**src/rtl/ft245_bus_ctrl.sv**
```systemverilog
// FT245-style USB-FIFO bus sequencer: arbitrates TX/RX transfers on the shared
// 8-bit bus, times rd/wr strobes and output enable, and buffers bytes each side.
module ft245_bus_ctrl #(
   parameter int FIFO_AW  = 2,
   parameter int RD_PULSE = 4,
   parameter int WR_SETUP = 1,
   parameter int WR_PULSE = 4,
   parameter int GAP      = 3
) (
   input  logic       clk,
   input  logic       rst_n,
   input  logic [7:0] bus_din,
   output logic [7:0] bus_dout,
   output logic       bus_oe,
   output logic       bus_rd_n,
   output logic       bus_wr_n,
   input  logic       txe_n,
   input  logic       rxf_n,
   input  logic [7:0] tx_data,
   input  logic       tx_valid,
   output logic       tx_ready,
   output logic [7:0] rx_data,
   output logic       rx_valid,
   input  logic       rx_ready,
   output logic       busy
);

   localparam int DEPTH = 1 << FIFO_AW;
   localparam int CW    = 8;
   localparam logic [FIFO_AW:0] FULL_CNT = (FIFO_AW+1)'(DEPTH);
   localparam logic [CW-1:0] RD_LOAD  = CW'(RD_PULSE - 1);
   localparam logic [CW-1:0] WS_LOAD  = CW'(WR_SETUP - 1);
   localparam logic [CW-1:0] WR_LOAD  = CW'(WR_PULSE - 1);
   localparam logic [CW-1:0] GAP_LOAD = CW'(GAP - 1);

   typedef enum logic [2:0] {IDLE, RD, WS, WR, WH, RECOV} state_t;

   state_t          state_q;
   logic [CW-1:0]   cnt_q;
   logic            lastWasRx_q;
   logic            rxPush_q;
   logic [7:0]      rxByte_q;

   logic [7:0]       txMem_q [DEPTH];
   logic [FIFO_AW:0] txWptr_q, txRptr_q, txWptr_d, txRptr_d, txCount_d;
   logic             txPush, txPop, txPopNext;
   logic [7:0]       txHead;

   logic [7:0]       rxMem_q [DEPTH];
   logic [FIFO_AW:0] rxWptr_q, rxRptr_q, rxWptr_d, rxRptr_d, rxCount_d, rxFill;
   logic             rxPop;

   logic rdOk, wrOk;

   assign rxFill = rxWptr_q - rxRptr_q;
   assign rdOk   = !rxf_n && (rxFill != FULL_CNT);
   assign wrOk   = !txe_n && (txWptr_q != txRptr_q);

   // FSM owns strobes, oe and write data; all of them leave as flops.
   always_ff @(posedge clk) begin
      if (!rst_n) begin
         state_q     <= IDLE;
         cnt_q       <= '0;
         bus_rd_n    <= 1'b1;
         bus_wr_n    <= 1'b1;
         bus_oe      <= 1'b0;
         bus_dout    <= '0;
         lastWasRx_q <= 1'b0;
         busy        <= 1'b0;
         rxPush_q    <= 1'b0;
         rxByte_q    <= '0;
      end else begin
         rxPush_q <= 1'b0;
         case (state_q)
            IDLE: begin
               if (rdOk && (!wrOk || !lastWasRx_q)) begin
                  state_q     <= RD;
                  bus_rd_n    <= 1'b0;
                  cnt_q       <= RD_LOAD;
                  lastWasRx_q <= 1'b1;
                  busy        <= 1'b1;
               end else if (wrOk) begin
                  state_q     <= WS;
                  bus_oe      <= 1'b1;
                  bus_dout    <= txHead;
                  cnt_q       <= WS_LOAD;
                  lastWasRx_q <= 1'b0;
                  busy        <= 1'b1;
               end
            end
            RD: begin
               if (cnt_q == '0) begin
                  rxByte_q <= bus_din;
                  rxPush_q <= 1'b1;
                  bus_rd_n <= 1'b1;
                  cnt_q    <= GAP_LOAD;
                  state_q  <= RECOV;
               end else begin
                  cnt_q <= cnt_q - 1'b1;
               end
            end
            WS: begin
               if (cnt_q == '0) begin
                  bus_wr_n <= 1'b0;
                  cnt_q    <= WR_LOAD;
                  state_q  <= WR;
               end else begin
                  cnt_q <= cnt_q - 1'b1;
               end
            end
            WR: begin
               if (cnt_q == '0) begin
                  bus_wr_n <= 1'b1;
                  state_q  <= WH;
               end else begin
                  cnt_q <= cnt_q - 1'b1;
               end
            end
            WH: begin
               bus_oe  <= 1'b0;
               cnt_q   <= GAP_LOAD;
               state_q <= RECOV;
            end
            RECOV: begin
               if (cnt_q == '0) begin
                  state_q <= IDLE;
                  busy    <= 1'b0;
               end else begin
                  cnt_q <= cnt_q - 1'b1;
               end
            end
            default: state_q <= IDLE;
         endcase
      end
   end

   // TX pop is known a cycle early, so a full FIFO can still offer ready for that cycle.
   assign txPush    = tx_valid & tx_ready;
   assign txPop     = (state_q == WR) && (cnt_q == '0);
   assign txPopNext = ((state_q == WR) && (cnt_q == CW'(1))) ||
                      ((state_q == WS) && (cnt_q == '0) && (WR_PULSE == 1));
   assign txWptr_d  = txWptr_q + {{FIFO_AW{1'b0}}, txPush};
   assign txRptr_d  = txRptr_q + {{FIFO_AW{1'b0}}, txPop};
   assign txCount_d = txWptr_d - txRptr_d;
   assign txHead    = txMem_q[txRptr_q[FIFO_AW-1:0]];

   always_ff @(posedge clk) begin
      if (!rst_n) begin
         txWptr_q <= '0;
         txRptr_q <= '0;
         tx_ready <= 1'b1;
      end else begin
         if (txPush) txMem_q[txWptr_q[FIFO_AW-1:0]] <= tx_data;
         txWptr_q <= txWptr_d;
         txRptr_q <= txRptr_d;
         tx_ready <= (txCount_d != FULL_CNT) || txPopNext;
      end
   end

   // RX head is re-registered each cycle, bypassing the byte being written into an empty FIFO.
   assign rxPop     = rx_valid & rx_ready;
   assign rxWptr_d  = rxWptr_q + {{FIFO_AW{1'b0}}, rxPush_q};
   assign rxRptr_d  = rxRptr_q + {{FIFO_AW{1'b0}}, rxPop};
   assign rxCount_d = rxWptr_d - rxRptr_d;

   always_ff @(posedge clk) begin
      if (!rst_n) begin
         rxWptr_q <= '0;
         rxRptr_q <= '0;
         rx_valid <= 1'b0;
         rx_data  <= '0;
      end else begin
         if (rxPush_q) rxMem_q[rxWptr_q[FIFO_AW-1:0]] <= rxByte_q;
         rxWptr_q <= rxWptr_d;
         rxRptr_q <= rxRptr_d;
         rx_valid <= (rxCount_d != '0);
         if (rxCount_d != '0) begin
            if (rxPush_q && (rxRptr_d == rxWptr_q)) rx_data <= rxByte_q;
            else rx_data <= rxMem_q[rxRptr_d[FIFO_AW-1:0]];
         end
      end
   end

endmodule

```
**config.mk**
```make
export PLATFORM = sky130hd
export DESIGN_NAME = ft245_bus_ctrl
export DESIGN_NICKNAME = d
export VERILOG_FILES = /design/src/rtl/ft245_bus_ctrl.sv
export SDC_FILE = /design/constraint.sdc
export NUM_CORES = 1
export LEC_CHECK = 0
export BUFFER_PORTS_ARGS = -buffer_cell sky130_fd_sc_hd__clkbuf_2
export CAP_MARGIN = 40
export CORE_ASPECT_RATIO = 1.25
export CORE_MARGIN = 2
export CORE_UTILIZATION = 53
export DETAILED_ROUTE_END_ITERATION = 8
export HOLD_SLACK_MARGIN = 0.08
export MAX_ROUTING_LAYER = met4
export PLACE_DENSITY = 0.75
export SLEW_MARGIN = 20
export SYNTH_ARGS = -nofsm -noshare
export SYNTH_HDL_FRONTEND = slang
export SYNTH_SLANG_ARGS = --single-unit
```
**constraint.sdc**
```tcl
create_clock -name clk -period 2.4 [get_ports clk]
set_clock_uncertainty 0.1 [all_clocks]
set_input_delay 0.24 -clock clk [delete_from_list [all_inputs] [get_ports clk]]
set_output_delay 0.24 -clock clk [all_outputs]
set_load 0.05 [all_outputs]
```
==> results.sh, run 1 <==
export IMPL_cts_made_buffers=17
export IMPL_synthDistinctLibCells=54
export IMPL_layout_drive_gt1_share=0.3158
export IMPL_path_max_fanout=3
export IMPL_relSlewSlack=0.5982
export IMPL_place_inst=568
export IMPL_chipHeight_um=114.0
export IMPL_area_growth_pct=27.51
export IMPL_irDropWorstVdd_v=0.0006777
export IMPL_synth_fp_nets=432
export IMPL_design_area_mm2=0.006536
export IMPL_yosys_most_used_dff="edfxtp_1"
export IMPL_grt_usage=0.2163
export IMPL_coreArea_mm2=0.009509
export IMPL_hold_viol=0
export IMPL_min_path_type="primary input to flop"
export IMPL_port_buffers=43
export IMPL_cp_end_kind="flop"
export IMPL_setup_viol=0
export IMPL_leakagePower_nw=2.601
export IMPL_grt_pass1_vias=3457
export IMPL_clk_latency_ns=0.41
export IMPL_drtIter0Drc=180
export IMPL_status="completed"
export IMPL_async_flop_share=0
export IMPL_critPathKind="flop to flop"
export IMPL_drt_vias_per_instance=5.490
export IMPL_first_pass_iters=4
export IMPL_ant_nets=0
export IMPL_synth_edf_count=64
export IMPL_via_count=3404
export IMPL_period_needed_ns=2.320
export IMPL_p_total_mw=8.334
export IMPL_io_pins=44
export IMPL_critPathLaunchType="flop"
export IMPL_syn_mean_instance_area_um2=13.04
export IMPL_htreeDepth=4
export IMPL_yosysWarningCount=0
export IMPL_p_per_area_mw_per_mm2=1275
export IMPL_die_area_mm2=0.01048
export IMPL_synth_seq_area_share=0.5897
export IMPL_arrival_ns=2.52
export IMPL_cts_tree="built"
export IMPL_num_antenna_cells=0
export IMPL_final_util=0.6874
export IMPL_netlist_area_mm2=0.005126
export IMPL_clockBufferDepth=2
export IMPL_wire_per_inst_um=16.75
export IMPL_tightest_slew_ns=0.5980
export IMPL_gp_routability_congestion=0.8430
export IMPL_clkSlewWorstSetupHoldPaths_ns=0.05
export IMPL_detailed_place_hpwl_mm=6.572
export IMPL_antenna_found_initial=0
export IMPL_grt_pass1_wl_mm=16.73
export IMPL_clock_sinks=119
export IMPL_drc=0
export IMPL_initial_utilization=0.5391
export IMPL_synth_cells=393
export IMPL_placed_cell_area_mm2=0.005684
export IMPL_fmax_mhz=431.0
export IMPL_grt_overflow=0
export IMPL_num_nets_final=520
export IMPL_placementRows=40
export IMPL_grt_max_degree=36
export IMPL_required_ns=2.60
export IMPL_fin_crit_sh=0.9666
export IMPL_drv_slew=0
export IMPL_die_width_um=91.97
export IMPL_maxCapViolCount=0
export IMPL_wirelength_mm=10.39
export IMPL_root_buffer="clkbuf_16"
export IMPL_fin_cells=620
export IMPL_ys_ff_latch=119
export IMPL_rsz0062_at_grt="yes"
## Yosys cell counts, drive strengths merged (3+ instances only)
library cell	instances	area [um2]
a31oi	5	52.55
nand2	23	86.33
dfxtp	55	1101
o21ai	5	25.02
nor3	8	40.04
a211oi	10	120.1
a21oi	6	30.03
and2	9	56.30
inv	17	63.81
clkbuf	11	42.54
nor2	44	165.2
a221oi	3	38.79
xnor2	15	131.4
mux4	16	360.4
nor3b	3	22.52
nand3	19	100.1
nand4	3	25.02
edfxtp	64	1922
a22oi	3	22.52
buf	7	46.29
o22ai	3	18.77
mux2i	24	240.2
ha	17	212.7
## stage by stage
step | hold slack (ns) | TNS, ns | setup slack [ns]
final | 0.1043 | 0 | 0.08007
after global routing | 0.1261 | -0.06826 | -0.06826
after CTS | 0.1011 | 0 | 0.01633
after detailed placement | 0.3624 | 0 | 0.007317
after global placement | 0.3513 | 0 | 0.09126
after floorplan | 0.2389 | -0.03740 | -0.01870
## routing by layer
layer | track usage | wire, um | vias to the layer above
met5 | - | 0 | -
met2 | 0.3505 | 5429 | 104
li1 | - | - | 1628
met1 | 0.2544 | 4309 | 1655
met3 | 0.06605 | 461 | 17
met4 | 0.08557 | 188 | 0
## worst max-delay path, stage by stage, from the launching register on
cell	delay (ns)
dfxtp_2	0.32
inv_2	0.08
ha_4	0.13
nor3b_4	0.23
nand3_2	0.13
nor3_2	0.20
ha_2	0.21
ha_4	0.20
inv_4	0.06
ha_4	0.20
a21oi_4	0.17
xnor2_1	0.13
nand2_1	0.06
## what timing repair did
item / in CTS / in global routing
hold buffers: 16 / 0
pin swaps: 0 / 5
setup endpoints to repair: 1 / 1
gates resized for setup: 2 / 15
buffers inserted: 0 / 4
endpoints found under the hold margin: 40 / 0
## final timing paths
kind	cells after the start	endpoint	slack, ns	start
worst max-delay path	12	tx_ready	0.08	cnt_q[0]
worst min-delay path	4	cnt_q[0]	0.10	rxf_n
worst max register to register	12	tx_ready	0.08	cnt_q[0]
worst min register to register	2	bus_rd_n	0.37	bus_rd_n
## cell type report
cell class	count	area, um2
sequential	119	3029
fill	661	2973
multi-input combinational	239	2078
timing repair buffer	87	610.6
clock buffer	19	432.9
tap	126	157.7
clock inverter	13	153.9
inverter	17	73.82
## layout by cell type, fill, tap and decap left out, types with 3 or more instances in the layout
master	instances
a211oi_2	9
a21oi_1	5
a22oi_1	3
a31oi_1	3
and2_1	6
buf_4	26
bufinv_16	3
clkbuf_16	17
clkbuf_2	43
clkinv_2	3
dfxtp_1	52
dlygate4sd3_1	16
edfxtp_1	64
ha_1	10
ha_4	6
inv_1	13
inv_6	3
mux2i_1	24
mux4_2	16
nand2_1	23
nand3_1	17
nor2_1	42
nor3_1	7
o21ai_0	5
o22ai_1	3
xnor2_1	15
## sequential cells by signal (all words and copies together) (netlist names), 8 cells and up
signal and flops:
bus_dout 8, cnt_q 8, rxMem_q 32, txMem_q 32, rx_data 8, rxByte_q 8
## power breakdown
part	switching [mW]	total, mW	leakage, nW	internal, mW
logic	1.75	3.06	1.28	1.31
registers	0.283	2.77	1.04	2.48
clock network	0.883	2.51	0.283	1.62
total	2.91	8.33	2.60	5.42
## logic make-up (layout without fill, tap and decap cells)
kind of cell,after synthesis,in the layout,synth area share
and+or+nand+nor,120,120,0.1152
DFF,119,119,0.5897
AOI/OAI and AO/OA,45,45,0.07567
muxes,41,41,0.1194
buffers and inverters,35,136,0.02978
adders and majority gates,17,17,0.04149
xor gates and xnor gates,16,16,0.02880
(Power assumes the default switching activity.)
==> inputs of run 2 (changes only) <==
Settings changed: CORE_MARGIN 2 to 4.
==> run 2 against run 1 <==
  * Register-to-register slack gained 0.03 ns
  * Total power shrank 0.99%
  * Core utilization grew 1.4 points
  * Global-route usage shrank 1.0 points
  * Flip-flop and latch count is the same
  * Maximum frequency grew 1.4%
  * Design area shrank 0.57%
  * Critical path type unchanged
==> results.sh, run 2 (same netlist as run 1, synthesis figures left out) <==
export IMPL_cts_made_buffers=17
export IMPL_placed_cell_area_mm2=0.005715
export IMPL_crit_path_max_incr_delay_ns=0.32
export IMPL_path_max_fanout=3
export IMPL_setup_viol=0
export IMPL_fillers=642
export IMPL_path_delay_family="adder cells"
export IMPL_cp_num_buf_inv=2
export IMPL_grt_max_degree=38
export IMPL_path_cells="inv_1 > ha_1 > nor3b_4 > nand3_2 > nor3_2 > ha_1 > ha_1 > inv_1 > ha_1 > a21oi_2 > xnor2_1 > nand2_1"
export IMPL_required_ns=2.59
export IMPL_crit_top_cell="ha_1"
export IMPL_status="completed"
export IMPL_grt_overflow=0
export IMPL_final_cell_mix="edfxtp_1 (64), dfxtp_1 (53), clkbuf_2 (43), nor2_1 (42), buf_4 (25)"
export IMPL_seqPwrFrac=0.335
export IMPL_clock_sinks=119
export IMPL_final_util=0.7009
export IMPL_coreArea_mm2=0.009271
export IMPL_layout_drive_gt1_share=0.3077
export IMPL_leakagePower_nw=2.616
export IMPL_critPathLaunchType="flop"
export IMPL_r2r_start="cnt_q[1]"
export IMPL_drt_vias_per_instance=5.446
export IMPL_placementRows=39
export IMPL_gp_routability_congestion=0.8400
export IMPL_root_buffer="clkbuf_16"
export IMPL_fin_crit_sh=0.9530
export IMPL_p_per_area_mw_per_mm2=1270
export IMPL_ant_nets=0
export IMPL_wire_per_inst_um=16.87
export IMPL_combPwrFrac=0.361
export IMPL_switching_share=0.3539
export IMPL_grt_pass1_vias=3430
export IMPL_fmax_mhz=437.2
export IMPL_grt_pass1_wl_mm=17.22
export IMPL_die_area_mm2=0.01132
export IMPL_internal_power_mw=5.332
export IMPL_port_buffers=43
export IMPL_irDropWorstVdd_v=0.0006780
export IMPL_first_pass_iters=4
export IMPL_wirelength_mm=10.41
export IMPL_initial_utilization=0.5529
export IMPL_design_area_mm2=0.006499
export IMPL_grt_usage=0.2063
export IMPL_drv_slew=0
export IMPL_detailed_place_hpwl_mm=6.860
export IMPL_clk_latency_ns=0.40
export IMPL_hold_viol=0
export IMPL_slowest_stage="dfxtp_1"
export IMPL_setup_ws_ns=0.1128
export IMPL_num_antenna_cells=0
export IMPL_layout_commonest_cell="edfxtp_1"
export IMPL_period_needed_ns=2.287
export IMPL_reg2reg_slack_ns=0.11
export IMPL_tightest_slew_ns=0.5459
export IMPL_num_nets_final=520
export IMPL_maxCapViolCount=0
export IMPL_min_from="rxf_n"
export IMPL_p_clk_frac=0.303
export IMPL_r2r_end="tx_ready"
export IMPL_via_count=3360
export IMPL_holdPathStages=4
export IMPL_cp_end_kind="flop"
export IMPL_die_width_um=95.97
export IMPL_relSlewSlack=0.6333
export IMPL_io_pins=44
export IMPL_htreeDepth=4
export IMPL_drc=0
export IMPL_clkSlewWorstSetupHoldPaths_ns=0.06
export IMPL_arrival_ns=2.48
export IMPL_chipHeight_um=118.0
export IMPL_hold_end="cnt_q[0]"
export IMPL_pre_cts_slack_ns=-0.01868
export IMPL_p_sw_mw=2.920
export IMPL_area_growth_pct=26.78
export IMPL_min_path_type="primary input to flop"
export IMPL_drtIter0Drc=174
export IMPL_clockBufferDepth=2
export IMPL_rsz0062_at_grt="yes"
export IMPL_antenna_found_initial=0
export IMPL_reg2regPathDepth=12
export IMPL_cp_num_cells=12
export IMPL_critPathKind="flop to flop"
export IMPL_cts_tree="built"
==> run 2: changes by cell type in the layout (fill, tap and decap cells not counted), sizes merged <==
cell / change
clkbuf: -2
clkinv: -1
bufinv: -1
inv: +4
==> run 2: stage by stage <==
stage / total power [mW] / instances / TNS, ns / hold WS [ns]
finish: 8.252 / 617 / 0 / 0.1160
global route: 8.713 / 617 / -0.06018 / 0.1346
CTS: 8.246 / 616 / 0 / 0.1008
detailed placement: 5.670 / 568 / -0.01868 / 0.3622
global placement: 5.584 / 568 / 0 / 0.3536
floorplan: 4.904 / 393 / -0.03740 / 0.2389
==> run 2: worst max path at each step <==
stage | start | to
after floorplan | rx_valid | rx_data[5]
after global placement | cnt_q[1] | tx_ready
after detailed placement | cnt_q[1] | tx_ready
after CTS | cnt_q[1] | tx_ready
after global routing | cnt_q[1] | tx_ready
final | cnt_q[1] | tx_ready
==> run 2: worst reg2reg max path, delay by kind of cell (launching register included) <==
family | cells | cell delay, ns
buffers and inverters | 2 | 0.14
AOI/OAI and AO/OA | 1 | 0.16
xor gates and xnor gates | 1 | 0.14
DFF | 1 | 0.32
adders and majority gates | 4 | 0.78
and+or+nand+nor | 4 | 0.54
==> run 2: layout make-up <==
class,count,area (um2),share of cell area
well taps,123,153.9,0.02368
flip-flops and latches,119,3028,0.4659
clock buffers,17,425.4,0.06546
multi-input cells,239,2031,0.3125
repair buffers,87,623.1,0.09588
clock inverters,15,168.9,0.02599
inverters,17,68.82,0.01059
==> run 2: timing repair <==
item                                   in CTS  in global routing
resized for setup                           1                  4
hold buffers                               16                  0
pin swaps                                   0                  0
endpoints found under the hold margin      40                  0
setup buffers                               0                  1
setup endpoints to repair                   1                  6
==> run 2: power groups by stage <==
stage	combinational [mW]	sequential [mW]	clock [mW]
after floorplan	1.90	3.01	0
after global placement	2.82	2.77	0
after detailed placement	2.88	2.79	0
after CTS	2.94	2.76	2.55
after global routing	3.26	2.80	2.66
final	2.98	2.77	2.50
==> run 2: layer usage <==
layer,vias to the layer above,track usage,wire length [um]
met5,-,-,0
met4,0,0.07562,151
met3,12,0.04668,421
met2,79,0.3441,5565
met1,1631,0.2402,4269
li1,1638,-,-
